### src/rtl/s32x_sdram_resp_pkg.sv
// Shared types for the 32X SH-2 SDRAM responder: FSM state encoding and the
// read data returned when an access times out.
package s32x_sdram_resp_pkg;

    typedef enum logic [1:0] {
        S_IDLE = 2'd0,
        S_REQ  = 2'd1,
        S_DONE = 2'd2
    } state_t;

    localparam logic [15:0] SDR_TIMEOUT_DATA = 16'hFFFF;

endpackage

### src/rtl/s32x_sdram_resp_if.sv
// Bus bundles for the responder: the SH-2 side SDRAM request bus and the
// generic req/ack memory channel towards the board SDRAM controller.
interface s32x_sdr_if;
    import s32x_sdram_resp_pkg::*;

    logic [16:0] SDR_A;
    logic [15:0] SDR_DO;
    logic [15:0] SDR_DI;
    logic        SDR_CS;
    logic [1:0]  SDR_WE;
    logic        SDR_RD;
    logic        SDR_WAIT;

    modport master (
        output SDR_A, SDR_DO, SDR_CS, SDR_WE, SDR_RD,
        input  SDR_DI, SDR_WAIT
    );

    modport slave (
        input  SDR_A, SDR_DO, SDR_CS, SDR_WE, SDR_RD,
        output SDR_DI, SDR_WAIT
    );
endinterface

interface s32x_mem_if #(
    parameter int MEM_AW = 24
);
    logic [MEM_AW-1:0] MEM_A;
    logic [15:0]       MEM_WDATA;
    logic [15:0]       MEM_RDATA;
    logic [1:0]        MEM_BE;
    logic              MEM_WR;
    logic              MEM_REQ;
    logic              MEM_ACK;

    modport master (
        output MEM_A, MEM_WDATA, MEM_BE, MEM_WR, MEM_REQ,
        input  MEM_RDATA, MEM_ACK
    );

    modport slave (
        input  MEM_A, MEM_WDATA, MEM_BE, MEM_WR, MEM_REQ,
        output MEM_RDATA, MEM_ACK
    );
endinterface

### src/rtl/s32x_sdram_resp.sv
// Responder for one 32X core's SH-2 SDRAM requests: latches a word request,
// runs it on the req/ack memory channel and holds WAIT until it completes.
//
// state  | meaning
// S_IDLE | no access in flight, waiting for a strobe while armed
// S_REQ  | MEM_REQ high, waiting for MEM_ACK or timeout
// S_DONE | access finished, WAIT low; waits for strobes to drop (re-arm)
module s32x_sdram_resp
    import s32x_sdram_resp_pkg::*;
#(
    parameter int                MEM_AW  = 24,
    parameter logic [MEM_AW-1:0] BASE    = '0,
    parameter int                TIMEOUT = 255
) (
    input  logic          CLK,
    input  logic          RST_N,
    s32x_sdr_if.slave     sdr,
    s32x_mem_if.master    mem,
    output logic          ERR
);

    localparam int            CW     = $clog2(TIMEOUT + 1);
    localparam logic [CW-1:0] TO_VAL = CW'(TIMEOUT);

    state_t            r_state;
    state_t            w_state_nxt;
    logic              r_armed;
    logic [CW-1:0]     r_cnt;
    logic [15:0]       r_di;
    logic              r_req;
    logic              r_wr;
    logic [1:0]        r_be;
    logic [MEM_AW-1:0] r_a;
    logic [15:0]       r_wdata;
    logic              r_err;

    logic w_strobe;
    logic w_new_req;
    logic w_timeout;
    logic w_start;
    logic w_ack_done;
    logic w_to_done;

    assign w_strobe  = sdr.SDR_CS & (sdr.SDR_RD | (|sdr.SDR_WE));
    assign w_new_req = w_strobe & r_armed;
    assign w_timeout = (CW'(r_cnt + 1'b1) == TO_VAL);

    assign sdr.SDR_WAIT  = w_new_req | (r_state == S_REQ);
    assign sdr.SDR_DI    = r_di;
    assign mem.MEM_A     = r_a;
    assign mem.MEM_WDATA = r_wdata;
    assign mem.MEM_BE    = r_be;
    assign mem.MEM_WR    = r_wr;
    assign mem.MEM_REQ   = r_req;
    assign ERR           = r_err;

    always_ff @(posedge CLK or negedge RST_N) begin
        if (!RST_N) r_state <= S_IDLE;
        else        r_state <= w_state_nxt;
    end

    // DONE accepts a fresh strobe once re-armed, so a quick re-raise is not lost.
    always_comb begin
        w_state_nxt = r_state;
        w_start     = 1'b0;
        w_ack_done  = 1'b0;
        w_to_done   = 1'b0;
        case (r_state)
            S_IDLE: begin
                if (w_new_req) begin
                    w_start     = 1'b1;
                    w_state_nxt = S_REQ;
                end
            end
            S_REQ: begin
                if (mem.MEM_ACK) begin
                    w_ack_done  = 1'b1;
                    w_state_nxt = S_DONE;
                end else if (w_timeout) begin
                    w_to_done   = 1'b1;
                    w_state_nxt = S_DONE;
                end
            end
            S_DONE: begin
                if (r_armed) begin
                    if (w_new_req) begin
                        w_start     = 1'b1;
                        w_state_nxt = S_REQ;
                    end else begin
                        w_state_nxt = S_IDLE;
                    end
                end
            end
            default: w_state_nxt = S_IDLE;
        endcase
    end

    always_ff @(posedge CLK or negedge RST_N) begin
        if (!RST_N) begin
            r_armed <= 1'b1;
            r_cnt   <= '0;
            r_di    <= '0;
            r_req   <= 1'b0;
            r_wr    <= 1'b0;
            r_be    <= '0;
            r_a     <= '0;
            r_wdata <= '0;
            r_err   <= 1'b0;
        end else begin
            if (w_ack_done || w_to_done) r_armed <= 1'b0;
            else if (!w_strobe)          r_armed <= 1'b1;

            if (w_start) begin
                r_a     <= BASE + MEM_AW'(sdr.SDR_A);
                r_wdata <= sdr.SDR_DO;
                r_wr    <= |sdr.SDR_WE;
                r_be    <= (|sdr.SDR_WE) ? sdr.SDR_WE : 2'b11;
                r_req   <= 1'b1;
                r_cnt   <= '0;
            end else if (r_state == S_REQ) begin
                r_cnt <= CW'(r_cnt + 1'b1);
            end

            if (w_ack_done) begin
                r_req <= 1'b0;
                if (!r_wr) r_di <= mem.MEM_RDATA;
            end else if (w_to_done) begin
                r_req <= 1'b0;
                r_di  <= SDR_TIMEOUT_DATA;
                r_err <= 1'b1;
            end
        end
    end

endmodule

### src/flat_wrapper.sv
// flat-port wrapper written by rule: the top's interface ports become plain ports
module s32x_sdram_resp_flat import s32x_sdram_resp_pkg::*;
#(
    parameter int                MEM_AW  = 24,
    parameter logic [MEM_AW-1:0] BASE    = '0,
    parameter int                TIMEOUT = 255
)
  (CLK, RST_N, ERR, sdr_SDR_A, sdr_SDR_DO, sdr_SDR_CS, sdr_SDR_WE, sdr_SDR_RD, sdr_SDR_DI, sdr_SDR_WAIT, mem_MEM_A, mem_MEM_WDATA, mem_MEM_BE, mem_MEM_WR, mem_MEM_REQ, mem_MEM_RDATA, mem_MEM_ACK);
  s32x_sdr_if sdr_i ();
  s32x_mem_if #(.MEM_AW(MEM_AW)) mem_i ();
  input  logic CLK;
  input  logic RST_N;
  output logic ERR;
  input wire logic [$bits(sdr_i.SDR_A)-1:0] sdr_SDR_A;
  input wire logic [$bits(sdr_i.SDR_DO)-1:0] sdr_SDR_DO;
  input wire logic [$bits(sdr_i.SDR_CS)-1:0] sdr_SDR_CS;
  input wire logic [$bits(sdr_i.SDR_WE)-1:0] sdr_SDR_WE;
  input wire logic [$bits(sdr_i.SDR_RD)-1:0] sdr_SDR_RD;
  output wire logic [$bits(sdr_i.SDR_DI)-1:0] sdr_SDR_DI;
  output wire logic [$bits(sdr_i.SDR_WAIT)-1:0] sdr_SDR_WAIT;
  output wire logic [$bits(mem_i.MEM_A)-1:0] mem_MEM_A;
  output wire logic [$bits(mem_i.MEM_WDATA)-1:0] mem_MEM_WDATA;
  output wire logic [$bits(mem_i.MEM_BE)-1:0] mem_MEM_BE;
  output wire logic [$bits(mem_i.MEM_WR)-1:0] mem_MEM_WR;
  output wire logic [$bits(mem_i.MEM_REQ)-1:0] mem_MEM_REQ;
  input wire logic [$bits(mem_i.MEM_RDATA)-1:0] mem_MEM_RDATA;
  input wire logic [$bits(mem_i.MEM_ACK)-1:0] mem_MEM_ACK;
  assign sdr_i.SDR_A = sdr_SDR_A;
  assign sdr_i.SDR_DO = sdr_SDR_DO;
  assign sdr_i.SDR_CS = sdr_SDR_CS;
  assign sdr_i.SDR_WE = sdr_SDR_WE;
  assign sdr_i.SDR_RD = sdr_SDR_RD;
  assign sdr_SDR_DI = sdr_i.SDR_DI;
  assign sdr_SDR_WAIT = sdr_i.SDR_WAIT;
  assign mem_MEM_A = mem_i.MEM_A;
  assign mem_MEM_WDATA = mem_i.MEM_WDATA;
  assign mem_MEM_BE = mem_i.MEM_BE;
  assign mem_MEM_WR = mem_i.MEM_WR;
  assign mem_MEM_REQ = mem_i.MEM_REQ;
  assign mem_i.MEM_RDATA = mem_MEM_RDATA;
  assign mem_i.MEM_ACK = mem_MEM_ACK;
  s32x_sdram_resp #(.MEM_AW(MEM_AW), .BASE(BASE), .TIMEOUT(TIMEOUT)) u_core (.CLK(CLK), .RST_N(RST_N), .sdr(sdr_i), .mem(mem_i), .ERR(ERR));
endmodule
### config.mk
export PLATFORM = sky130hd
export DESIGN_NAME = s32x_sdram_resp_flat
export DESIGN_NICKNAME = d
export VERILOG_FILES = /design/src/rtl/s32x_sdram_resp_pkg.sv /design/src/rtl/s32x_sdram_resp_if.sv /design/src/rtl/s32x_sdram_resp.sv /design/src/flat_wrapper.sv
export SDC_FILE = /design/constraint.sdc
export NUM_CORES = 1
export LEC_CHECK = 0
export BUFFER_PORTS_ARGS = -buffer_cell sky130_fd_sc_hd__clkbuf_2
export CAP_MARGIN = 20
export CORE_MARGIN = 8
export CORE_UTILIZATION = 40
export CTS_CLUSTER_DIAMETER = 30
export CTS_CLUSTER_SIZE = 40
export DETAILED_ROUTE_END_ITERATION = 8
export PLACE_DENSITY = 0.68
export SYNTH_ARGS = -nofsm -noshare
export SYNTH_HDL_FRONTEND = slang
export SYNTH_SLANG_ARGS = --single-unit
export TNS_END_PERCENT = 1
### constraint.sdc
create_clock -name CLK -period 4.9 [get_ports CLK]
set_clock_uncertainty 0.2 [all_clocks]
set_input_delay 1.225 -clock CLK [delete_from_list [all_inputs] [get_ports CLK]]
set_output_delay 1.225 -clock CLK [all_outputs]
set_load 0.005 [all_outputs]
==> results of run 1 <==
[cell usage after synthesis, types with 2 or more instances]
| master | instances |
|---|---|
| mux2i_1 | 2 |
| clkbuf_1 | 6 |
| a21oi_1 | 9 |
| ha_1 | 2 |
| o31ai_1 | 2 |
| nand3_1 | 3 |
| inv_1 | 4 |
| nand2b_1 | 4 |
| o22ai_1 | 2 |
| nor2_1 | 45 |
| buf_2 | 3 |
| nand4_1 | 2 |
| dfrtp_1 | 64 |
| nor2b_1 | 2 |
| o21ai_0 | 6 |
| nand2_1 | 4 |
| o22a_1 | 2 |
| xor2_1 | 2 |
| a31oi_1 | 6 |
| a21oi_4 | 10 |
| buf_4 | 7 |
| mux2_2 | 33 |
[area by class of cell]
class | instances | area, sq um | area share (%)
Tap cell | 99 | 124 | 3.34
Clock inverter | 3 | 40.0 | 1.08
Sequential cell | 65 | 1630 | 43.8
Timing Repair Buffer | 113 | 613 | 16.5
Clock buffer | 12 | 155 | 4.18
Multi-Input combinational cell | 155 | 1140 | 30.6
Inverter | 4 | 15.0 | 0.404
[worst paths after layout]
check                                      endpoint  slack, ns  cells after the start
hold reg to reg                          u_core.ERR       0.28                      1
hold / removal                           u_core.ERR       0.28                      1
setup reg to reg               u_core.sdr.SDR_DI[6]       2.21                      7
setup / recovery                       sdr_SDR_WAIT       1.10                      4
max in group asynchronous      u_core.mem.MEM_A[11]       2.82                      2
min in group asynchronous  u_core.mem.MEM_WDATA[10]       0.82                      1
[power breakdown]
part	switching (uW)	leakage [uW]	internal (uW)
sequential	155	0.000754	782
clock	191	0.000102	258
combinational	359	0.000900	438
total	705	0.00176	1480
[per-stage QoR]
stage | power, uW | util, % | instances | setup slack [ns] | hold WS (ns)
floorplan | 1390 | - | 242 | 1.67 | 0.257
global placement | 1720 | 48.8 | 434 | 1.17 | 0.250
detailed placement | 1750 | 48.8 | 434 | 1.09 | 0.266
CTS | 2210 | 51.5 | 449 | 1.09 | 0.281
global route | 2350 | 52.3 | 451 | 0.943 | 0.313
finish | 2180 | 52.3 | 451 | 1.10 | 0.277
[flip-flops by register name, summed over array words and instances, names as in the netlist]
| name | flops |
|---|---|
| u_core.r_state | 2 |
| u_core.mem.MEM_WR | 1 |
| u_core.r_cnt | 8 |
| u_core.mem.MEM_A | 17 |
| u_core.mem.MEM_BE | 2 |
| u_core.ERR | 1 |
| u_core.sdr.SDR_DI | 16 |
| u_core.mem.MEM_REQ | 1 |
| u_core.mem.MEM_WDATA | 16 |
| u_core.r_armed | 1 |
[worst reg2reg max path: stages (launching register included)]
cell and delay [ns]:
dfrtp_1 0.46, ha_1 0.35, nor2b_1 0.14, mux2i_1 0.07, a211o_1 0.34, or4_1 0.66
buf_16 0.24, a21oi_1 0.14
[layer usage]
layer	global-route usage [%]	vias to the layer above
li1	-	1027
met4	7.67	0
met3	4.63	11
met1	14.1	1055
met5	0	-
met2	23.5	75
[logic make-up after synthesis]
| logic type | count (synthesis) | share of synthesized area [%] |
|---|---|---|
| and+or+nand+nor | 67 | 10.4 |
| DFF | 65 | 56.8 |
| AOI/OAI and AO/OA | 42 | 12.7 |
| muxes | 35 | 13.7 |
| buffers and inverters | 22 | 4.76 |
| adders and majority gates | 2 | 0.873 |
| xor gates and xnor gates | 2 | 0.611 |
| other | 1 | 0.131 |
==> metrics.md, run 1 <==
| Metric | Value |
|---|---|
| Total setup buffers inserted after CTS | `0` |
| DRC viols | `0` |
| Fill cell count | `653` |
| Fin. Hold Viols | `0` |
| HPWL after detailed placement | `4.91 mm` |
| Crit path buffers/inverters | `2` |
| Flip-flop and latch count after synthesis | `65` |
| Post-synthesis instance area | `2870 sq um` |
| Worst reg2reg startpoint | `u_core.r_cnt[0]` |
| Detailed route wirelength on metal2 | `3.39 mm` |
| Lkg Pwr | `0.00176 uW` |
| Final cell area excluding filler cells | `3710 sq um` |
| Worst EP required | `roughly 3.5 ns` |
| Portion of synthesized cell area occupied by the leading cell type | `55.9%` |
| Result of the run | `finished clean` |
| Floorplan row count | `31` |
| Height of the chip | `between 100 and 150 microns` |
| Worst voltage drop across the vdd grid | `~0.00027 V` |
| Async set-reset flop share out of synthesis | `100%` |
| Largest net degree at the start of global routing | `45` |
| Tightest Pin Transition | `1.01 ns` |
| Core region area | `7100 sq um` |
| GPL Wtd Cong | `0.853` |
| Synth cell types | `38` |
| Global-route usage over all layers | `13.6%` |
| Warnings from Yosys | `0` |
| X dimension of the die | `101 microns` |
| Clock root cell | `clkbuf_8` |
| Endpoint class of the critical path | `output port` |
| Startpoint of the most critical hold path | `u_core.ERR` |
| Cts repair resizes | `0` |
| Launch point of the critical path | `sdr_SDR_WE[0]` |
| Setup Viol. Count Final | `0` |
| Drt pass-1 iters | `4` |
| Wire length per cell after detailed routing | `about 15 microns` |
| Worst-Skew Late Latency | `0.33 ns` |
| Leading cell type in the layout, fill and taps excluded | `clkbuf_2` |
| H-tree level count | `3` |
| Setup repair after global routing missed its margin | `no` |
| Power Density | `588 nW/um^2` |
| Clock transition at the registers of the reported paths | `0.07 ns` |
| CTS Hold Bufs | `0` |
| Critical path peak fanout | `4` |
| Effective utilization at floorplan | `40.4%` |
| Sequential element share of the synthesized area | `56.8%` |
| Met1 wire length | `2.63 mm` |
| Largest incremental delay on the critical path | `0.80 ns` |
| Layout cell share with drive strength beyond 1 | `49.7%` |
| Via count of the first global-routing pass | `2372` |
| I/O pins | `between 100 and 150` |
| CP Cell Sequence | `clkbuf_2 > o311ai_0 > nand2_1 > clkbuf_2` |
| Most used cells in the layout excluding fill and tap cells | `109 x clkbuf_2, 64 x dfrtp_1, 44 x nor2_1, 33 x mux2_2, 11 x clkbuf_8` |
| Placed instance area | `approximately 3500 sq um` |
| Reported max-cap violation count | `0` |
| Antenna violations before repair | `0` |
| Highest routed metal layer | `met4` |
| Post-Synthesis Mean Instance Area | `12.1 sq um` |
| Arrival time of the worst setup path | `2.37 ns` |
| Maximum clock insertion buffer count | `2` |
| Worst slew margin relative to its limit | `32.1%` |
| Die Footprint | `10100 sq um` |
| Iteration-0 DRC count of the detailed router | `48` |
| Synthesized instance count | `236` |
| Aggregate global routing overflow | `0` |
| Top FF cell, synth | `dfrtp_1` |
| Crit path launch type | `input pin` |
| Number of inserted diodes | `0` |
| Master of the slowest instance on the critical path | `o311ai_0` |
| Min Tclk post-route | `3.80 ns` |
| Cell taking the most area after synthesis | `dfrtp_1` |
| Global-route wire length before repair | `roughly 11 mm` |
| Number of nets with antenna violations after detailed routing | `0` |
| Met3 WL | `484 microns` |
| Layout Nets | `roughly 410` |
| Max Transition Viols Final | `0` |
| Fmax | `263 MHz` |
| Critical path's most frequent cell | `clkbuf_2` |
| Largest cells by area after synthesis | `dfrtp_1 56%, mux2_2 13%, nor2_1 5.9%, a21oi_4 5.7%, buf_4 1.8%` |
| Sum of negative setup slack | `0 ns` |
| Relative area change from synthesis to final layout | `29.5%` |
| Clock sink count | `65` |
| Count of input and output buffers | `110` |
| Number of synthesized flops with an enable pin | `0` |
| Top Family by Delay on Critical Path | `compound AO/OA/AOI/OAI gates` |
| Clock tree from TritonCTS | `yes` |
| Number of vias in the routed layout | `2168` |
| Number of CTS-inserted buffers | `9` |
| Tightest Hold Check Type | `flop to flop` |
| Classification of the worst setup path | `input pin to output port` |
| Drt via density | `about 4.8` |
| Post-detailed-routing wire length | `6.64 mm` |
| Final worst path period share | `77.5%` |
Power figures use the tool's default switching activity.
==> run 2: changes to the inputs <==
--- a/config.mk
+++ b/config.mk
@@ -5,6 +5,7 @@
 export SDC_FILE = /design/constraint.sdc
 export NUM_CORES = 1
 export LEC_CHECK = 0
+export ABC_AREA = 1
 export BUFFER_PORTS_ARGS = -buffer_cell sky130_fd_sc_hd__clkbuf_2
 export CAP_MARGIN = 20
 export CORE_MARGIN = 8
@@ -12,7 +13,7 @@
 export CTS_CLUSTER_DIAMETER = 30
 export CTS_CLUSTER_SIZE = 40
 export DETAILED_ROUTE_END_ITERATION = 8
-export PLACE_DENSITY = 0.68
+export PLACE_DENSITY = 0.71
 export SYNTH_ARGS = -nofsm -noshare
 export SYNTH_HDL_FRONTEND = slang
 export SYNTH_SLANG_ARGS = --single-unit
==> constraint.sdc (replaced) <==
create_clock -name CLK -period 3.2 [get_ports CLK]
set_clock_uncertainty 0.2 [all_clocks]
set_input_delay 0.8 -clock CLK [delete_from_list [all_inputs] [get_ports CLK]]
set_output_delay 0.8 -clock CLK [all_outputs]
set_load 0.005 [all_outputs]
==> metrics.md, run 2 <==
| Metric | Value |
|---|---|
| Result of the run | `finished clean` |
| Fraction of the mapped netlist area in adder cells | `less than 1%` |
| Worst voltage drop across the vdd grid | `0.000463 V` |
| Synthesized instance count | `341` |
| Clk network pwr share | `21.1%` |
| I/O pins | `118` |
| Crit Reg-Reg Endpoint | `u_core.sdr.SDR_DI[15]` |
| GPL Wtd Cong | `about 0.77` |
| Hold Path Depth | `2` |
| Die Footprint | `10300 sq um` |
| Arrival time of the worst setup path | `1.54 ns` |
| Flip-flop count of the largest register after layout | `17` |
| Xor and xnor area share after synthesis | `0.300%` |
| Switching part of the total power | `36.2%` |
| Total area of multi-input combinational cells | `1120 sq um` |
| Tightest Hold Check Type | `flop to flop` |
| Lkg Pwr | `0.00206 uW` |
| Power Density | `between 800 and 900 nW/um^2` |
| Worst EP required | `between 2 and 2.5 ns` |
| Startpoint of the most critical hold path | `u_core.ERR` |
| Share of synthesized area spent on multiplexers | `0%` |
| Crit path launch type | `input pin` |
| Min Tclk post-route | `2.54 ns` |
| Part of the power in combinational logic | `35.2%` |
| Aggregate global routing overflow | `0` |
| Proportion of power drawn by flip-flops and latches | `43.7%` |
| Most frequent cells after synthesis | `160 x nand2_1, 64 x dfrtp_1, 18 x or2_2` |
| X dimension of the die | `101 microns` |
| Clock root cell | `clkbuf_8` |
| Worst slew margin relative to its limit | `48.1%` |
| Total setup buffers inserted after CTS | `0` |
| Final worst setup slack | `0.661 ns` |
| Warnings from Yosys | `0` |
| Portion of synthesized cell area occupied by the leading cell type | `54.9%` |
| Drt via density | `4.48` |
| Cts repair resizes | `0` |
| Number of nets with antenna violations after detailed routing | `0` |
| Sequential element share of the synthesized area | `between 50 and 60%` |
| Global-route usage over all layers | `~15%` |
| Via count of the first global-routing pass | `2583` |
| Synth cell types | `25` |
| Most used cells in the layout excluding fill and tap cells | `160 x nand2_1, 109 x clkbuf_2, 64 x dfrtp_1, 18 x or2_2, 16 x nand3_1` |
| Post-Synthesis Mean Instance Area | `between 8 and 9 sq um` |
| Number of inserted diodes | `0` |
| Drt pass-1 iters | `5` |
| Number of synthesized flops with an enable pin | `0` |
| Height of the chip | `101 microns` |
| CTS Hold Bufs | `0` |
| Critical path peak fanout | `3` |
| Worst reg2reg startpoint | `u_core.r_cnt[0]` |
| Cell with the most instances after synthesis | `nand2_1` |
| Count of input and output buffers | `110` |
| Combinational family with the most area after synthesis | `simple AND/OR/NAND/NOR gates` |
| Number of vias in the routed layout | `between 2000 and 2500` |
| Setup Viol. Count Final | `0` |
| Worst reg2reg setup slack | `1.03 ns` |
| Core region area | `approximately 7000 sq um` |
| Floorplan row count | `31` |
| Final worst path period share | `79.3%` |
| Clock sink count | `65` |
| Endpoint of the worst hold-timing path | `u_core.ERR` |
| Layout Nets | `between 500 and 600` |
| Sequential cell area | `1630 sq um` |
| Leading cell type in the layout, fill and taps excluded | `nand2_1` |
| DP Worst Slack | `0.647 ns` |
| Total internal power | `2070 uW` |
| Number of CTS-inserted buffers | `9` |
| Relative area change from synthesis to final layout | `27.3%` |
| Wire length per cell after detailed routing | `13.0 microns` |
| Reported max-cap violation count | `0` |
| Layout cell share with drive strength beyond 1 | `36.7%` |
| Placed instance area | `3520 sq um` |
| Total placed cells including tap cells | `539` |
| Final cell area excluding filler cells | `3710 sq um` |
| Post-synthesis instance area | `2920 sq um` |
| Final non-filler cell total | `between 500 and 600` |
| Max Transition Viols Final | `0` |
| Global-route wire length before repair | `12.1 mm` |
| Worst Reg-to-Reg Cells | `9` |
| Fmax | `about 400 MHz` |
| Worst-Skew Late Latency | `0.32 ns` |
| Antenna violations before repair | `0` |
| Clock transition at the registers of the reported paths | `0.07 ns` |
| Largest cells by area after synthesis | `dfrtp_1 55%, nand2_1 21%, or2_2 3.9%, nand3_2 3.1%, nand3_1 2.7%` |
| Post-detailed-routing wire length | `about 7.2 mm` |
| HPWL after detailed placement | `5.36 mm` |
| Share of synthesized cell area in and, or, nand and nor gates | `between 30% and 40%` |
| Post-synthesis compound-gate area fraction | `2.66%` |
| Sum of negative setup slack | `0 ns` |
| Largest net degree at the start of global routing | `40` |
| Flip-flop and latch count after synthesis | `65` |
| DRC viols | `0` |
| Setup repair after global routing missed its margin | `no` |
| Effective utilization at floorplan | `roughly two fifths` |
| Classification of the worst setup path | `input pin to output port` |
| Top FF cell, synth | `dfrtp_1` |
| Net switching component of the power | `about 1200 uW` |
| Cell taking the most area after synthesis | `dfrtp_1` |
| Tightest Pin Transition | `0.778 ns` |
| Iteration-0 DRC count of the detailed router | `90` |
| Fin. Hold Viols | `0` |
| Endpoint class of the critical path | `output port` |
| Clock tree from TritonCTS | `yes` |
| Maximum clock insertion buffer count | `2` |
| H-tree level count | `3` |
| Async set-reset flop share out of synthesis | `100%` |
| Fill cell count | `698` |
## run 2: how the worst max path moves through the flow
stage | to | startpoint | cells after the start
finish | sdr_SDR_WAIT | sdr_SDR_WE[0] | 6
global route | sdr_SDR_WAIT | sdr_SDR_WE[0] | 6
CTS | sdr_SDR_WAIT | sdr_SDR_WE[0] | 6
detailed placement | u_core.r_cnt[4] | sdr_SDR_WE[0] | 11
global placement | sdr_SDR_WAIT | sdr_SDR_WE[0] | 6
floorplan | sdr_SDR_WAIT | sdr_SDR_WE[0] | 4
## run 2: critical path, stage by stage
cell      delay (ns)
clkbuf_2        0.10
nor2_1          0.19
nand2_1         0.07
nand2_1         0.10
o21ai_0         0.13
clkbuf_2        0.15
## run 2: kinds of logic (layout without fill, tap and decap cells)
kind of cell | count (synthesis) | after routing
compound gates | 14 | 14
xor+xnor | 1 | 1
fa+ha+maj | 2 | 2
buf+inv | 36 | 144
flops | 65 | 65
other cells | 1 | 7
simple gates | 222 | 222
## run 2: power by group through the flow
stage / Clock (uW) / Combinational (uW) / Sequential (uW)
after floorplan: 0 / 614 / 1430
after global placement: 0 / 1150 / 1420
after detailed placement: 0 / 1180 / 1420
after CTS: 698 / 1180 / 1420
after global routing: 740 / 1330 / 1470
final: 684 / 1140 / 1420
## run 2: final cells by class
cell class	count	share of cell area, %
Sequential cell	65	43.8
Clock inverter	5	1.52
Multi-Input combinational cell	246	30.2
Inverter	16	1.62
Tap cell	99	3.34
Clock buffer	10	3.71
Timing Repair Buffer	113	15.8
## run 2: through the flow
step / hold WS, ns / utilization [%] / total power [uW]
final: 0.274 / 51.8 / 3250
after global routing: 0.305 / 51.8 / 3540
after CTS: 0.284 / 51.8 / 3300
after detailed placement: 0.264 / 49.0 / 2610
after global placement: 0.248 / 49.0 / 2570
after floorplan: 0.257 / - / 2050
## run 2: routing by layer
metal  vias to the layer above  wire length (microns)  track usage (%)
met5                         -                      0                0
met4                         0                    123             6.53
met3                        10                    740             6.19
met2                        84                   3180             21.9
met1                      1138                   3140             18.8
li1                       1251                      -                -
